==> config.mk <==
export PLATFORM = sky130hd
export DESIGN_NAME = lzc_norm_pipe_flat
export DESIGN_NICKNAME = d
export VERILOG_FILES = /design/src/rtl/lzc_norm_pipe_if.sv /design/src/rtl/lzc_norm_pipe.sv /design/src/flat_wrapper.sv
export SDC_FILE = /design/constraint.sdc
export NUM_CORES = 1
export LEC_CHECK = 0
export CAP_MARGIN = 25
export CORE_MARGIN = 2
export CORE_UTILIZATION = 60
export CTS_BUF_LIST = sky130_fd_sc_hd__clkbuf_8
export DETAILED_ROUTE_END_ITERATION = 16
export GPL_TIMING_DRIVEN = 0
export HOLD_SLACK_MARGIN = 0.05
export PLACE_DENSITY = 0.9
export SETUP_SLACK_MARGIN = 0.02
export SLEW_MARGIN = 20
export SYNTH_ARGS = -nofsm -noshare
export SYNTH_HDL_FRONTEND = slang
export SYNTH_SLANG_ARGS = --single-unit
==> constraint.sdc <==
create_clock -name clk -period 6.7 [get_ports clk]
set_input_delay 0.67 -clock clk [delete_from_list [all_inputs] [get_ports clk]]
set_output_delay 0.67 -clock clk [all_outputs]
set_load 0.02 [all_outputs]
==> src/rtl/lzc_norm_pipe_if.sv <==
`default_nettype none
// ============================================================================
// Module      : lzc_norm_pipe_if
// Description : Valid/ready bundle for the leading-zero normaliser. The input
//               beat (mantissa + exponent) and the result beat travel
//               together. The slave modport is the normaliser side, and the
//               master modport is the side that feeds and drains it.
// Revision    : 1.0 - initial release
// ============================================================================
interface lzc_norm_pipe_if #(
  parameter int WIDTH = 25,
  parameter int EXP_W = 8,
  parameter int CW    = $clog2(WIDTH + 1)
);
  logic             in_valid;
  logic             in_ready;
  logic [WIDTH-1:0] in_mant;
  logic [EXP_W-1:0] in_exp;
  logic             out_valid;
  logic             out_ready;
  logic [WIDTH-1:0] out_mant;
  logic [EXP_W-1:0] out_exp;
  logic [CW-1:0]    out_lz;
  logic             out_zero;
  logic             out_uflow;

  modport slave (
    input  in_valid, in_mant, in_exp, out_ready,
    output in_ready, out_valid, out_mant, out_exp, out_lz, out_zero, out_uflow
  );

  modport master (
    output in_valid, in_mant, in_exp, out_ready,
    input  in_ready, out_valid, out_mant, out_exp, out_lz, out_zero, out_uflow
  );
endinterface
`default_nettype wire

==> src/rtl/lzc_norm_pipe.sv <==
`default_nettype none
// ============================================================================
// Module      : lzc_norm_pipe
// Description : Two-stage pipelined leading-zero counter and normaliser for
//               the FP adder. Stage 1 captures the mantissa, the exponent and
//               the leading-zero count. Stage 2 captures the left-shifted
//               mantissa, the adjusted exponent and the zero/underflow flags.
//               The shift is clamped so that the exponent never goes below
//               zero. Full valid/ready backpressure is supported.
// Revision    : 1.0 - initial release
// ============================================================================
module lzc_norm_pipe #(
  parameter  int WIDTH = 25,
  parameter  int EXP_W = 8,
  localparam int CW    = $clog2(WIDTH + 1)
) (
  input  wire logic         clk,
  input  wire logic         rst_n,
  lzc_norm_pipe_if.slave    bus
);

  // The lz-versus-exponent comparison is made wide enough that neither
  // operand wraps.
  localparam int MW = (CW > EXP_W) ? CW : EXP_W;

  // Stage 1 state
  logic             v1_q;
  logic [WIDTH-1:0] mant1_q;
  logic [EXP_W-1:0] exp1_q;
  logic [CW-1:0]    lz1_q;
  logic [CW-1:0]    lz1_d;

  // Stage 2 state
  logic             v2_q;
  logic [WIDTH-1:0] mant2_q, mant2_d;
  logic [EXP_W-1:0] exp2_q, exp2_d;
  logic [CW-1:0]    lz2_q;
  logic             zero2_q, zero2_d;
  logic             uflow2_q, uflow2_d;

  // Shared comparison operands
  logic [MW-1:0]    lz_ext;
  logic [MW-1:0]    exp_ext;

  // Pipeline advance enables
  logic             ld1;
  logic             ld2;

  // Stage 2 advances when it is empty or being drained. Stage 1 advances
  // when it is empty or stage 2 is taking its contents.
  assign ld2          = !v2_q || bus.out_ready;
  assign ld1          = !v1_q || ld2;
  assign bus.in_ready = ld1;

  // Priority encoder: the highest set bit wins, and all-zero gives WIDTH.
  always_comb begin
    lz1_d = CW'(WIDTH);
    for (int i = 0; i < WIDTH; i++) begin
      if (bus.in_mant[i]) begin
        lz1_d = CW'(WIDTH - 1 - i);
      end
    end
  end

  // Stage 1 register: capture the raw beat and its leading-zero count.
  always_ff @(posedge clk or negedge rst_n) begin
    if (!rst_n) begin
      v1_q    <= 1'b0;
      mant1_q <= '0;
      exp1_q  <= '0;
      lz1_q   <= '0;
    end else if (ld1) begin
      v1_q <= bus.in_valid;
      if (bus.in_valid) begin
        mant1_q <= bus.in_mant;
        exp1_q  <= bus.in_exp;
        lz1_q   <= lz1_d;
      end
    end
  end

  // Normalise: shift by lz, or by the exponent when lz would take the
  // exponent below zero.
  always_comb begin
    lz_ext   = MW'(lz1_q);
    exp_ext  = MW'(exp1_q);
    zero2_d  = (mant1_q == '0);
    uflow2_d = 1'b0;
    mant2_d  = '0;
    exp2_d   = '0;
    if (!zero2_d) begin
      if (lz_ext > exp_ext) begin
        uflow2_d = 1'b1;
        mant2_d  = mant1_q << exp1_q;
      end else begin
        mant2_d  = mant1_q << lz1_q;
        exp2_d   = EXP_W'(exp_ext - lz_ext);
      end
    end
  end

  // Stage 2 register: hold the result until the downstream side takes it.
  always_ff @(posedge clk or negedge rst_n) begin
    if (!rst_n) begin
      v2_q     <= 1'b0;
      mant2_q  <= '0;
      exp2_q   <= '0;
      lz2_q    <= '0;
      zero2_q  <= 1'b0;
      uflow2_q <= 1'b0;
    end else if (ld2) begin
      v2_q <= v1_q;
      if (v1_q) begin
        mant2_q  <= mant2_d;
        exp2_q   <= exp2_d;
        lz2_q    <= lz1_q;
        zero2_q  <= zero2_d;
        uflow2_q <= uflow2_d;
      end
    end
  end

  assign bus.out_valid = v2_q;
  assign bus.out_mant  = mant2_q;
  assign bus.out_exp   = exp2_q;
  assign bus.out_lz    = lz2_q;
  assign bus.out_zero  = zero2_q;
  assign bus.out_uflow = uflow2_q;

endmodule
`default_nettype wire

==> src/flat_wrapper.sv <==
// flat-port wrapper written by rule: the top's interface ports become plain ports
module lzc_norm_pipe_flat 
#(
  parameter  int WIDTH = 25,
  parameter  int EXP_W = 8,
  localparam int CW    = $clog2(WIDTH + 1)
)
  (clk, rst_n, bus_in_valid, bus_in_mant, bus_in_exp, bus_out_ready, bus_in_ready, bus_out_valid, bus_out_mant, bus_out_exp, bus_out_lz, bus_out_zero, bus_out_uflow);
  lzc_norm_pipe_if #(.WIDTH(WIDTH), .EXP_W(EXP_W)) bus_i ();
  input  wire logic clk;
  input  wire logic rst_n;
  input wire logic [$bits(bus_i.in_valid)-1:0] bus_in_valid;
  input wire logic [$bits(bus_i.in_mant)-1:0] bus_in_mant;
  input wire logic [$bits(bus_i.in_exp)-1:0] bus_in_exp;
  input wire logic [$bits(bus_i.out_ready)-1:0] bus_out_ready;
  output wire logic [$bits(bus_i.in_ready)-1:0] bus_in_ready;
  output wire logic [$bits(bus_i.out_valid)-1:0] bus_out_valid;
  output wire logic [$bits(bus_i.out_mant)-1:0] bus_out_mant;
  output wire logic [$bits(bus_i.out_exp)-1:0] bus_out_exp;
  output wire logic [$bits(bus_i.out_lz)-1:0] bus_out_lz;
  output wire logic [$bits(bus_i.out_zero)-1:0] bus_out_zero;
  output wire logic [$bits(bus_i.out_uflow)-1:0] bus_out_uflow;
  assign bus_i.in_valid = bus_in_valid;
  assign bus_i.in_mant = bus_in_mant;
  assign bus_i.in_exp = bus_in_exp;
  assign bus_i.out_ready = bus_out_ready;
  assign bus_in_ready = bus_i.in_ready;
  assign bus_out_valid = bus_i.out_valid;
  assign bus_out_mant = bus_i.out_mant;
  assign bus_out_exp = bus_i.out_exp;
  assign bus_out_lz = bus_i.out_lz;
  assign bus_out_zero = bus_i.out_zero;
  assign bus_out_uflow = bus_i.out_uflow;
  lzc_norm_pipe #(.WIDTH(WIDTH), .EXP_W(EXP_W)) u_core (.clk(clk), .rst_n(rst_n), .bus(bus_i));
endmodule
==> summary.txt, run 1 <==
CTS max path bufs - 2
Worst IR Drop VDD - 0.128 mV
die area - 0.00877 sq mm
Comb power frac - 42.6%
worst path required time - 6940 ps
H-Tree Depth - 3
fin crit period - 3910 ps
DR WL/cell - 19.7 microns
clock latency on the worst-skew pair - 360 ps
Clock power frac - 19.1%
final instance area - 0.00594 sq mm
Area Overhead vs Synth - 23.3%
clk_skew - 10.1 ps
# Max-Cap Violations - 0
ys flop type - dfrtp_1
vias post-DR - 4499
commonest cells after routing, fill and taps aside - dfrtp_1, clkdlybuf4s50_1, nand2_1, mux2_2, mux2i_1
main combinational cell family by area after synthesis - compound AO/OA/AOI/OAI gates
mux cell area share after synthesis - 16.1%
FF-to-FF Start - u_core.lz1_q[1]
commonest non-fill, non-tap cell in the layout - dfrtp_1
Site Rows - 32
initial antenna violation count - 0
global placement routability congestion - 0.983
share of layout cells above drive strength 1 - 13.9%
Final Hold Viols - 0
Net Sw Frac - 38.5%
GRT overflow - 0
Net Count, Synth - 532
root buf cell - clkbuf_8
first-pass GRT wire length - 21.8 mm
starting density of the core - 62.0%
Async SR Flop Fraction - 100%
final setup vio count - 0
Num CTS Buffers - 9
hold buffers post-CTS - 0
post-synthesis sequential area ratio - 41.5%
PD cells - 299 mW/mm^2
IO Count - 79
chip width - 93.6 microns
vias per cell - 6.56
Place WS - 2920 ps
CP Capture Type - flop
Final Util - 76.5%
Post-Syn Area - 0.00482 sq mm
CP Max Fanout - 10
NumNets Final - 622
filler cell count - 553
post-synthesis compound-gate area fraction - 21.4%
CP arrival - 4140 ps
Slew Limit Fails - 0
vias in the first global route - 4278
# port buffers - 78
P_leak - 2.55 nW
Reg power frac - 38.2%
1st-pass router iterations - 5
Chip Height - 93.6 microns
Post-Layout Cell Count - 686
Placed Cells - 670
dpl hpwl - 10.6 mm
worst setup path start - u_core.lz1_q[1]
ANT nets after route - 0
DR iter-0 viols - 320
DRC Markers - 0
Yosys cell types - 56
fmax - 256 MHz
Synth Area per Inst - 9.86 sq um
sw power - 0.684 mW
CTS tree - yes
Synth Instances - 489
GRT Total Usage - 32.0%
RSZ-0062 raised after global routing - false
status - completed
Post-synth EDFFs - 0
fin crit share - 58.3%
CP Launch Type - flop
Worst-Margin Slew - 812 ps
Fin Setup TNS - 0 ps
Hold Crit Class - in2async
placed cell areas - 0.00575 sq mm
Antenna Diode Count - 0
CTS resizes - 0
Reg clk slew, reported paths - 80 ps
WL final - 13.5 mm
Worst Slack Setup Final - 2790 ps
Worst Setup Path Type - reg2reg
internal cell power - 1.09 mW
post-synthesis adder-cell area fraction - 1.71%
Worst slew margin - 45.5%
Core Region - 0.00777 sq mm
FF+latch count, synth - 80
largest net degree at the start of global routing - 54
Setup Buffers After CTS - 0
clock sink total - 80
XOR/XNOR share of the synthesized area - 1.09%
simple-gate share of the synthesized area - 14.5%
yosys warns - 0
==> final cells by class <==
cell class / instances / area (sq um) / area share (%)
Buffer: 28 / 129 / 2.17
Clock buffer: 11 / 151 / 2.55
Clock inverter: 5 / 38.8 / 0.653
Inverter: 12 / 45.0 / 0.758
Multi-Input combinational cell: 369 / 2640 / 44.5
Sequential cell: 80 / 2000 / 33.7
Tap cell: 102 / 128 / 2.15
Timing Repair Buffer: 79 / 806 / 13.6
==> power by group through the flow <==
stage          Combinational [mW]  Clock, mW  Sequential (mW)
5_1_grt                     0.807      0.366            0.690
3_5_place_dp                0.748          0            0.686
4_1_cts                     0.751      0.340            0.677
2_1_floorplan               0.363          0            0.754
6_report                    0.757      0.340            0.680
3_3_place_gp                0.732          0            0.679
==> cell usage after synthesis (4+ instances only) <==
cell type,instances,area [sq um]
inv_1,11,41.3
a22oi_1,7,52.6
a211oi_1,16,120
nor4_1,14,87.6
nand2_1,64,240
nand2b_1,15,93.8
o21ai_0,24,120
ha_1,5,62.6
a21oi_1,24,120
mux4_2,4,90.1
nand3_1,7,35.0
buf_2,13,65.1
nor2_1,18,67.6
nor3_1,6,30.0
a311oi_1,9,78.8
mux2i_1,28,280
clkbuf_1,11,41.3
dfrtp_1,80,2000
a221o_1,7,70.1
a21o_1,8,60.1
and3_1,7,43.8
a22o_1,11,96.3
o21ai_1,6,30.0
mux2_2,36,405
a211o_1,4,35.0
==> worst max-delay path, stage by stage (launching register included) <==
cell and delay [ps]:
dfrtp_1 330, buf_2 190, clkinv_1 340, fa_1 590
a211oi_2 240, o21a_2 250, a21oi_1 140, a21oi_4 360
mux2i_1 520, mux2i_1 140, mux2_2 320, a221o_1 360
==> worst paths after layout <==
| path | to | slack, ps | cells after the start |
|---|---|---|---|
| setup / recovery | u_core.bus.out_mant[23] | 2790 | 11 |
| hold / removal | u_core.bus.out_uflow | 220 | 1 |
| setup reg to reg | u_core.bus.out_mant[23] | 2790 | 11 |
| hold reg to reg | u_core.lz1_q[3] | 480 | 2 |
| max in group asynchronous | u_core.lz1_q[1] | 5900 | 2 |
| min in group clk | u_core.lz1_q[3] | 480 | 2 |
==> per-layer routing <==
metal / track usage (%) / wire (microns) / up-vias
met3: 3.71 / 954 / 41
met5: 0 / 0 / -
met1: 41.8 / 5560 / 2191
li1: - / - / 2021
met4: 15.1 / 468 / 0
met2: 53.4 / 6540 / 246
==> kinds of logic (layout without fill, tap and decap cells) <==
group,count (synthesis),in the layout
buffers and inverters,40,135
multiplexers,68,68
AO/OA/AOI/OAI,145,145
AND/OR/NAND/NOR,144,144
flip-flops,80,80
adder cells (fa/ha/maj),6,6
XOR/XNOR,6,6
==> state kept, by name, summed over array words and instances, names as in the netlist <==
signal                flops
u_core.bus.out_uflow      1
u_core.bus.out_exp        8
u_core.bus.out_valid      1
u_core.v1_q               1
u_core.bus.out_zero       1
u_core.exp1_q             8
u_core.bus.out_lz         5
u_core.bus.out_mant      25
u_core.mant1_q           25
u_core.lz1_q              5
==> metrics by stage <==
stage | hold slack [ps] | power [mW]
2_1_floorplan | 374 | 1.12
3_5_place_dp | 470 | 1.43
4_1_cts | 231 | 1.77
5_1_grt | 247 | 1.86
3_3_place_gp | 464 | 1.41
6_report | 220 | 1.78
Power figures use the tool's default switching activity.
==> run 2: changes to the inputs <==
--- a/config.mk
+++ b/config.mk
@@ -7,12 +7,12 @@
 export LEC_CHECK = 0
 export CAP_MARGIN = 25
 export CORE_MARGIN = 2
-export CORE_UTILIZATION = 60
+export CORE_UTILIZATION = 56
 export CTS_BUF_LIST = sky130_fd_sc_hd__clkbuf_8
 export DETAILED_ROUTE_END_ITERATION = 16
 export GPL_TIMING_DRIVEN = 0
 export HOLD_SLACK_MARGIN = 0.05
-export PLACE_DENSITY = 0.9
+export PLACE_DENSITY = 0.85
 export SETUP_SLACK_MARGIN = 0.02
 export SLEW_MARGIN = 20
 export SYNTH_ARGS = -nofsm -noshare
==> constraint.sdc (replaced) <==
create_clock -name clk -period 4.1 [get_ports clk]
set_input_delay 0.41 -clock clk [delete_from_list [all_inputs] [get_ports clk]]
set_output_delay 0.41 -clock clk [all_outputs]
set_load 0.02 [all_outputs]
==> summary.txt, run 2 (synthesis results as in run 1) <==
vias in the first global route - 4285 (was 4278)
clk_skew - 11.6 ps (was 10.1 ps)
starting density of the core - 58.1% (was 62.0%)
Fin Setup TNS - 0 ps (unchanged)
WL final - 13.9 mm (was 13.5 mm)
sw power - 1.13 mW (was 0.684 mW)
vias per cell - 6.39 (was 6.56)
Reg power frac - 36.7% (was 38.2%)
CP Max Fanout - 10 (unchanged)
Hold Path Sink - u_core.bus.out_mant[4]
internal cell power - 1.88 mW (was 1.09 mW)
Net Sw Frac - 37.6% (was 38.5%)
crit-path cells - inv_1 > ha_1 > inv_1 > fa_1 > a211oi_2 > o21a_2 > buf_2 > a21oi_1 > a311oi_1 > mux2i_1 > and3_1 > a221o_1 > a221o_1 (was buf_2 > clkinv_1 > fa_1 > a211oi_2 > o21a_2 > a21oi_1 > a21oi_4 > mux2i_1 > mux2i_1 > mux2_2 > a221o_1)
CP Capture Type - flop (unchanged)
largest net degree at the start of global routing - 54 (unchanged)
Core Region - 0.00830 sq mm (was 0.00777 sq mm)
clock sink total - 80 (unchanged)
H-Tree Depth - 3 (unchanged)
root buf cell - clkbuf_8 (unchanged)
Power Total - 3.02 mW (was 1.78 mW)
CP peak stage delay - 490 ps (was 590 ps)
vias post-DR - 4406 (was 4499)
final setup vio count - 0 (unchanged)
Site Rows - 33 (was 32)
Comb power frac - 41.0% (was 42.6%)
Setup Buffers After CTS - 0 (unchanged)
fin crit period - 3840 ps (was 3910 ps)
Worst Setup Path Type - reg2reg (unchanged)
Reg-to-Reg End - u_core.bus.out_mant[23] (unchanged)
FF-to-FF Start - u_core.exp1_q[0] (was u_core.lz1_q[1])
clock latency on the worst-skew pair - 370 ps (was 360 ps)
GRT overflow - 0 (unchanged)
first-pass GRT wire length - 22.5 mm (was 21.8 mm)
IO Count - 79 (unchanged)
PD cells - 503 mW/mm^2 (was 299 mW/mm^2)
DR WL/cell - 20.2 microns (was 19.7 microns)
die area - 0.00936 sq mm (was 0.00877 sq mm)
Worst IR Drop VDD - 0.227 mV (was 0.128 mV)
Antenna Diode Count - 0 (unchanged)
P_leak - 2.57 nW (was 2.55 nW)
CP Launch Type - flop (unchanged)
Slew Limit Fails - 0 (unchanged)
DRC Markers - 0 (unchanged)
1st-pass router iterations - 5 (unchanged)
crit path buf inv count - 3 (was 2)
DR iter-0 viols - 299 (was 320)
commonest non-fill, non-tap cell in the layout - dfrtp_1 (unchanged)
fin crit share - 93.6% (was 58.3%)
CTS tree - yes (unchanged)
# port buffers - 78 (unchanged)
CP arrival - 4090 ps (was 4140 ps)
RSZ-0062 raised after global routing - false (unchanged)
fmax - 261 MHz (was 256 MHz)
R2R setup slack - 260 ps (was 2790 ps)
worst path required time - 4350 ps (was 6940 ps)
status - completed (unchanged)
Crit path max-delay family - compound AO/OA/AOI/OAI gates (unchanged)
chip width - 96.8 microns (was 93.6 microns)
CP max-delay cell - dfrtp_1 (was fa_1)
dpl hpwl - 10.7 mm (was 10.6 mm)
Reg clk slew, reported paths - 90 ps (was 80 ps)
commonest cells after routing, fill and taps aside - dfrtp_1, clkdlybuf4s50_1, nand2_1, mux2_2, mux2i_1 (unchanged)
Worst slew margin - 39.6% (was 45.5%)
HP Start - u_core.bus.out_mant[4]
Num CTS Buffers - 9 (unchanged)
Min-Delay Path Depth - 2
Reg2Reg Depth - 13 (was 11)
worst hold slack - 486 ps (was 220 ps)
ANT nets after route - 0 (unchanged)
Final Hold Viols - 0 (unchanged)
Worst-Margin Slew - 897 ps (was 812 ps)
Clock power frac - 22.3% (was 19.1%)
CTS max path bufs - 2 (unchanged)
Final Util - 72.3% (was 76.5%)
share of layout cells above drive strength 1 - 14.0% (was 13.9%)
NumNets Final - 623 (was 622)
global placement routability congestion - 0.946 (was 0.983)
critical path depth - 13 (was 11)
initial antenna violation count - 0 (unchanged)
Chip Height - 96.8 microns (was 93.6 microns)
# Max-Cap Violations - 0 (unchanged)
Area Overhead vs Synth - 24.4% (was 23.3%)
GRT Total Usage - 30.0% (was 32.0%)
Hold Crit Class - reg2reg (was in2async)
## run 2: cell types whose count changed in the layout (fill, tap and decap cells not counted), sizes merged
cell	change
bufinv	+2
clkbuf	-2
clkinv	-2
dlygate4sd3	+1
inv	+2
## run 2: layout make-up
type                            instances  area [sq um]
Buffer                                 28           129
Timing Repair Buffer                   80           816
Tap cell                              105           131
Sequential cell                        80          2000
Inverter                               12          48.8
Multi-Input combinational cell        369          2640
Clock buffer                            9           124
Clock inverter                          7           103
Fill cell                             661          2300
## run 2: repair_timing
action,CTS,global route
gates resized for setup,0,1
hold endpoints to repair,27,0
hold buffers,1,0
endpoints found under the setup margin,0,3
## run 2: worst max path at each step
| stage | start | to |
|---|---|---|
| floorplan | u_core.lz1_q[1] | u_core.bus.out_mant[19] |
| global route | u_core.lz1_q[1] | u_core.bus.out_mant[23] |
| global placement | rst_n | u_core.mant1_q[23] |
| CTS | u_core.lz1_q[1] | u_core.bus.out_mant[23] |
| detailed placement | u_core.lz1_q[1] | u_core.bus.out_mant[23] |
| finish | u_core.exp1_q[0] | u_core.bus.out_mant[23] |
## run 2: stage by stage
stage	area, sq um	setup WS [ps]	instances
final	6000	264	690
after global routing	6000	113	690
after CTS	5990	230	690
after detailed placement	5760	257	673
after global placement	5730	16.9	672
after floorplan	4820	896	489
## run 2: power by group through the flow
stage / logic, mW / clock network, mW / registers, mW
after floorplan: 0.593 / 0 / 1.23
after global placement: 1.19 / 0 / 1.11
after detailed placement: 1.22 / 0 / 1.12
after CTS: 1.23 / 0.674 / 1.10
after global routing: 1.32 / 0.702 / 1.13
final: 1.24 / 0.671 / 1.11
## run 2: metal layers
layer / track usage [%] / share of wire [%]
met2: 49.3 / 48
met1: 40.1 / 43
met5: 0 / 0
met4: 12.9 / 3.1
met3: 3.76 / 5.5
## run 2: tightest hold or removal path, cell delays in order, from the launching register on
cell and delay, ps:
dfrtp_1 350, nand2_1 40, o21ai_0 60
==> run 3: changes to the inputs <==
--- a/config.mk
+++ b/config.mk
@@ -5,14 +5,15 @@
 export SDC_FILE = /design/constraint.sdc
 export NUM_CORES = 1
 export LEC_CHECK = 0
+export ABC_AREA = 1
 export CAP_MARGIN = 25
 export CORE_MARGIN = 2
-export CORE_UTILIZATION = 56
+export CORE_UTILIZATION = 55
 export CTS_BUF_LIST = sky130_fd_sc_hd__clkbuf_8
 export DETAILED_ROUTE_END_ITERATION = 16
 export GPL_TIMING_DRIVEN = 0
 export HOLD_SLACK_MARGIN = 0.05
-export PLACE_DENSITY = 0.85
+export PLACE_DENSITY = 0.84
 export SETUP_SLACK_MARGIN = 0.02
 export SLEW_MARGIN = 20
 export SYNTH_ARGS = -nofsm -noshare
==> summary.txt, run 3 <==
IO Count - 79 (unchanged)
worst hold slack - 487 ps (was 486 ps)
GRT overflow - 0 (unchanged)
Chip Height - 95.8 microns (was 96.8 microns)
die area - 0.00919 sq mm (was 0.00936 sq mm)
largest net degree at the start of global routing - 46 (was 54)
Site Rows - 33 (unchanged)
vias post-DR - 4490 (was 4406)
FF-to-FF Start - u_core.exp1_q[0] (unchanged)
CP arrival - 3220 ps (was 4090 ps)
CTS tree - yes (unchanged)
Worst-Margin Slew - 518 ps (was 897 ps)
Net Count, Synth - 662 (was 532)
starting density of the core - 56.5% (was 58.1%)
# port buffers - 78 (unchanged)
Antenna Diode Count - 0 (unchanged)
ANT nets after route - 0 (unchanged)
share of the synthesized area in the top cell type - 43.1% (was 41.5%)
leading area contributor after synthesis - dfrtp_1 (unchanged)
fmax - 333 MHz (was 261 MHz)
Post-Syn Area - 0.00464 sq mm (was 0.00482 sq mm)
RSZ-0062 raised after global routing - false (unchanged)
status - completed (unchanged)
Yosys cell types - 39 (was 56)
global placement routability congestion - 0.948 (was 0.946)
1st-pass router iterations - 4 (was 5)
Reg2Reg Depth - 18 (was 13)
FF+latch count, synth - 80 (unchanged)
GRT Total Usage - 28.0% (was 30.0%)
root buf cell - clkbuf_8 (unchanged)
final setup vio count - 0 (unchanged)
register area - 0.00200 sq mm (unchanged)
Slew Limit Fails - 0 (unchanged)
first-pass GRT wire length - 19.7 mm (was 22.5 mm)
share of layout cells above drive strength 1 - 8.67% (was 14.0%)
chip width - 95.8 microns (was 96.8 microns)
Worst slew margin - 65.5% (was 39.6%)
CTS max path bufs - 2 (unchanged)
commonest non-fill, non-tap cell in the layout - nand2_1 (was dfrtp_1)
NumNets Final - 753 (was 623)
Place WS - 1150 ps (was 257 ps)
Core Region - 0.00822 sq mm (was 0.00830 sq mm)
HP Start - u_core.bus.out_mant[0] (was u_core.bus.out_mant[4])
fin crit period - 3000 ps (was 3840 ps)
P_leak - 2.76 nW (was 2.57 nW)
Async SR Flop Fraction - 100% (unchanged)
initial antenna violation count - 0 (unchanged)
Reg clk slew, reported paths - 90 ps (about the same)
Final Hold Viols - 0 (unchanged)
dpl hpwl - 9.63 mm (was 10.7 mm)
clock latency on the worst-skew pair - 360 ps (was 370 ps)
Worst IR Drop VDD - 0.237 mV (was 0.227 mV)
H-Tree Depth - 3 (unchanged)
vias in the first global route - 4232 (was 4285)
most common cell in the netlist - nand2_1 (was dfrtp_1)
worst setup path start - u_core.exp1_q[0] (unchanged)
Post-Layout Cell Count - 820 (was 690)
worst path required time - 4320 ps (was 4350 ps)
multi-input logic area - 0.00222 sq mm (was 0.00264 sq mm)
WL final - 12.1 mm (was 13.9 mm)
DRC Markers - 0 (unchanged)
# Max-Cap Violations - 0 (unchanged)
Area Overhead vs Synth - 24.8% (was 24.4%)
clock sink total - 80 (unchanged)
Final Util - 70.5% (was 72.3%)
PD cells - 570 mW/mm^2 (was 503 mW/mm^2)
Synth top cells by count - nand2_1, dfrtp_1, o21ai_0 (was dfrtp_1, nand2_1, mux2_2)
CP Launch Type - flop (unchanged)
Worst Slack Setup Final - 1100 ps (was 264 ps)
fin crit share - 73.2% (was 93.6%)
DR iter-0 viols - 220 (was 299)
CP Max Fanout - 10 (unchanged)
DR WL/cell - 14.8 microns (was 20.2 microns)
Synth Instances - 619 (was 489)
yosys warns - 0 (unchanged)
Fin Setup TNS - 0 ps (unchanged)
commonest cells after routing, fill and taps aside - nand2_1, dfrtp_1, clkdlybuf4s50_1, o21ai_0, inv_1 (was dfrtp_1, clkdlybuf4s50_1, nand2_1, mux2_2, mux2i_1)
Post-synth EDFFs - 0 (unchanged)
post-synthesis sequential area ratio - 43.1% (was 41.5%)
Min-Delay Path Depth - 2 (unchanged)
clk_skew - 17.7 ps (was 11.6 ps)
CP Capture Type - flop (unchanged)
vias per cell - 5.48 (was 6.39)
ys flop type - dfrtp_1 (unchanged)
largest cells by area after synthesis - dfrtp_1, nand2_1, o21ai_0 (was dfrtp_1, mux2_2, mux2i_1)
Hold Crit Class - reg2reg (unchanged)
Num CTS Buffers - 9 (unchanged)
filler cell count - 722 (was 661)
Worst Setup Path Type - reg2reg (unchanged)
Synth Area per Inst - 7.50 sq um (was 9.86 sq um)
Placed Cells - 803 (was 673)
run 3: power breakdown:
group | switching (mW) | leakage, nW | total, mW | internal, mW
logic | 0.902 | 1.65 | 1.54 | 0.643
registers | 0.144 | 1.00 | 1.15 | 1.00
clock network | 0.304 | 0.104 | 0.610 | 0.305
run 3: critical path, cell delays in order, from the launching register on:
cell	delay [ps]
dfrtp_1	420
inv_1	90
ha_1	150
inv_1	80
fa_1	400
nand3_1	100
nand3_2	90
nand2_2	100
nand3_4	120
o21ai_4	200
buf_6	170
buf_6	140
nand2_1	60
o21ai_1	120
o21ai_1	110
o211ai_1	190
nand3_1	100
o21ai_1	110
o21ai_1	90
run 3: layout make-up:
class | count | area share (%)
clock buffers | 10 | 2.38
flip-flops and latches | 80 | 34.6
well taps | 105 | 2.27
plain buffers | 31 | 2.96
multi-input cells | 442 | 38.3
clock inverters | 6 | 1.25
repair buffers | 80 | 14.0
inverters | 66 | 4.28
run 3: timing repair:
action | CTS | global route
hold buffers | 1 | 0
gates resized for setup | 0 | 0
hold endpoints to repair | 35 | 0
buffers inserted | 0 | 0
run 3: kinds of logic after synthesis:
group / Yosys count / share of synthesized area, %
xor+xnor: 6 / 1.13
flops: 80 / 43.1
compound gates: 153 / 20.4
mux: 2 / 0.432
simple gates: 275 / 24.1
buf+inv: 97 / 9.03
fa+ha+maj: 6 / 1.78
run 3: worst paths after layout:
check                                          endpoint  slack, ps
worst max-delay path            u_core.bus.out_mant[21]       1100
worst min-delay path             u_core.bus.out_mant[0]        490
worst max register to register  u_core.bus.out_mant[21]       1100
worst min register to register   u_core.bus.out_mant[0]        490
max in group asynchronous             u_core.mant1_q[4]       2970
min in group asynchronous          u_core.bus.out_lz[4]        540
run 3: per-stage QoR:
| stage | power [mW] | area, sq um |
|---|---|---|
| finish | 3.30 | 5790 |
| CTS | 3.31 | 5790 |
| floorplan | 2.07 | 4640 |
| detailed placement | 2.70 | 5570 |
| global route | 3.52 | 5790 |
| global placement | 2.65 | 5550 |
run 3: layer usage:
layer  wire length (microns)  part of all wire [%]  track usage [%]
met3                     635                   5.2             4.15
met5                       0                     0                0
met4                     229                   1.9             9.40
met1                    5310                    44             36.2
met2                    5940                    49             48.0
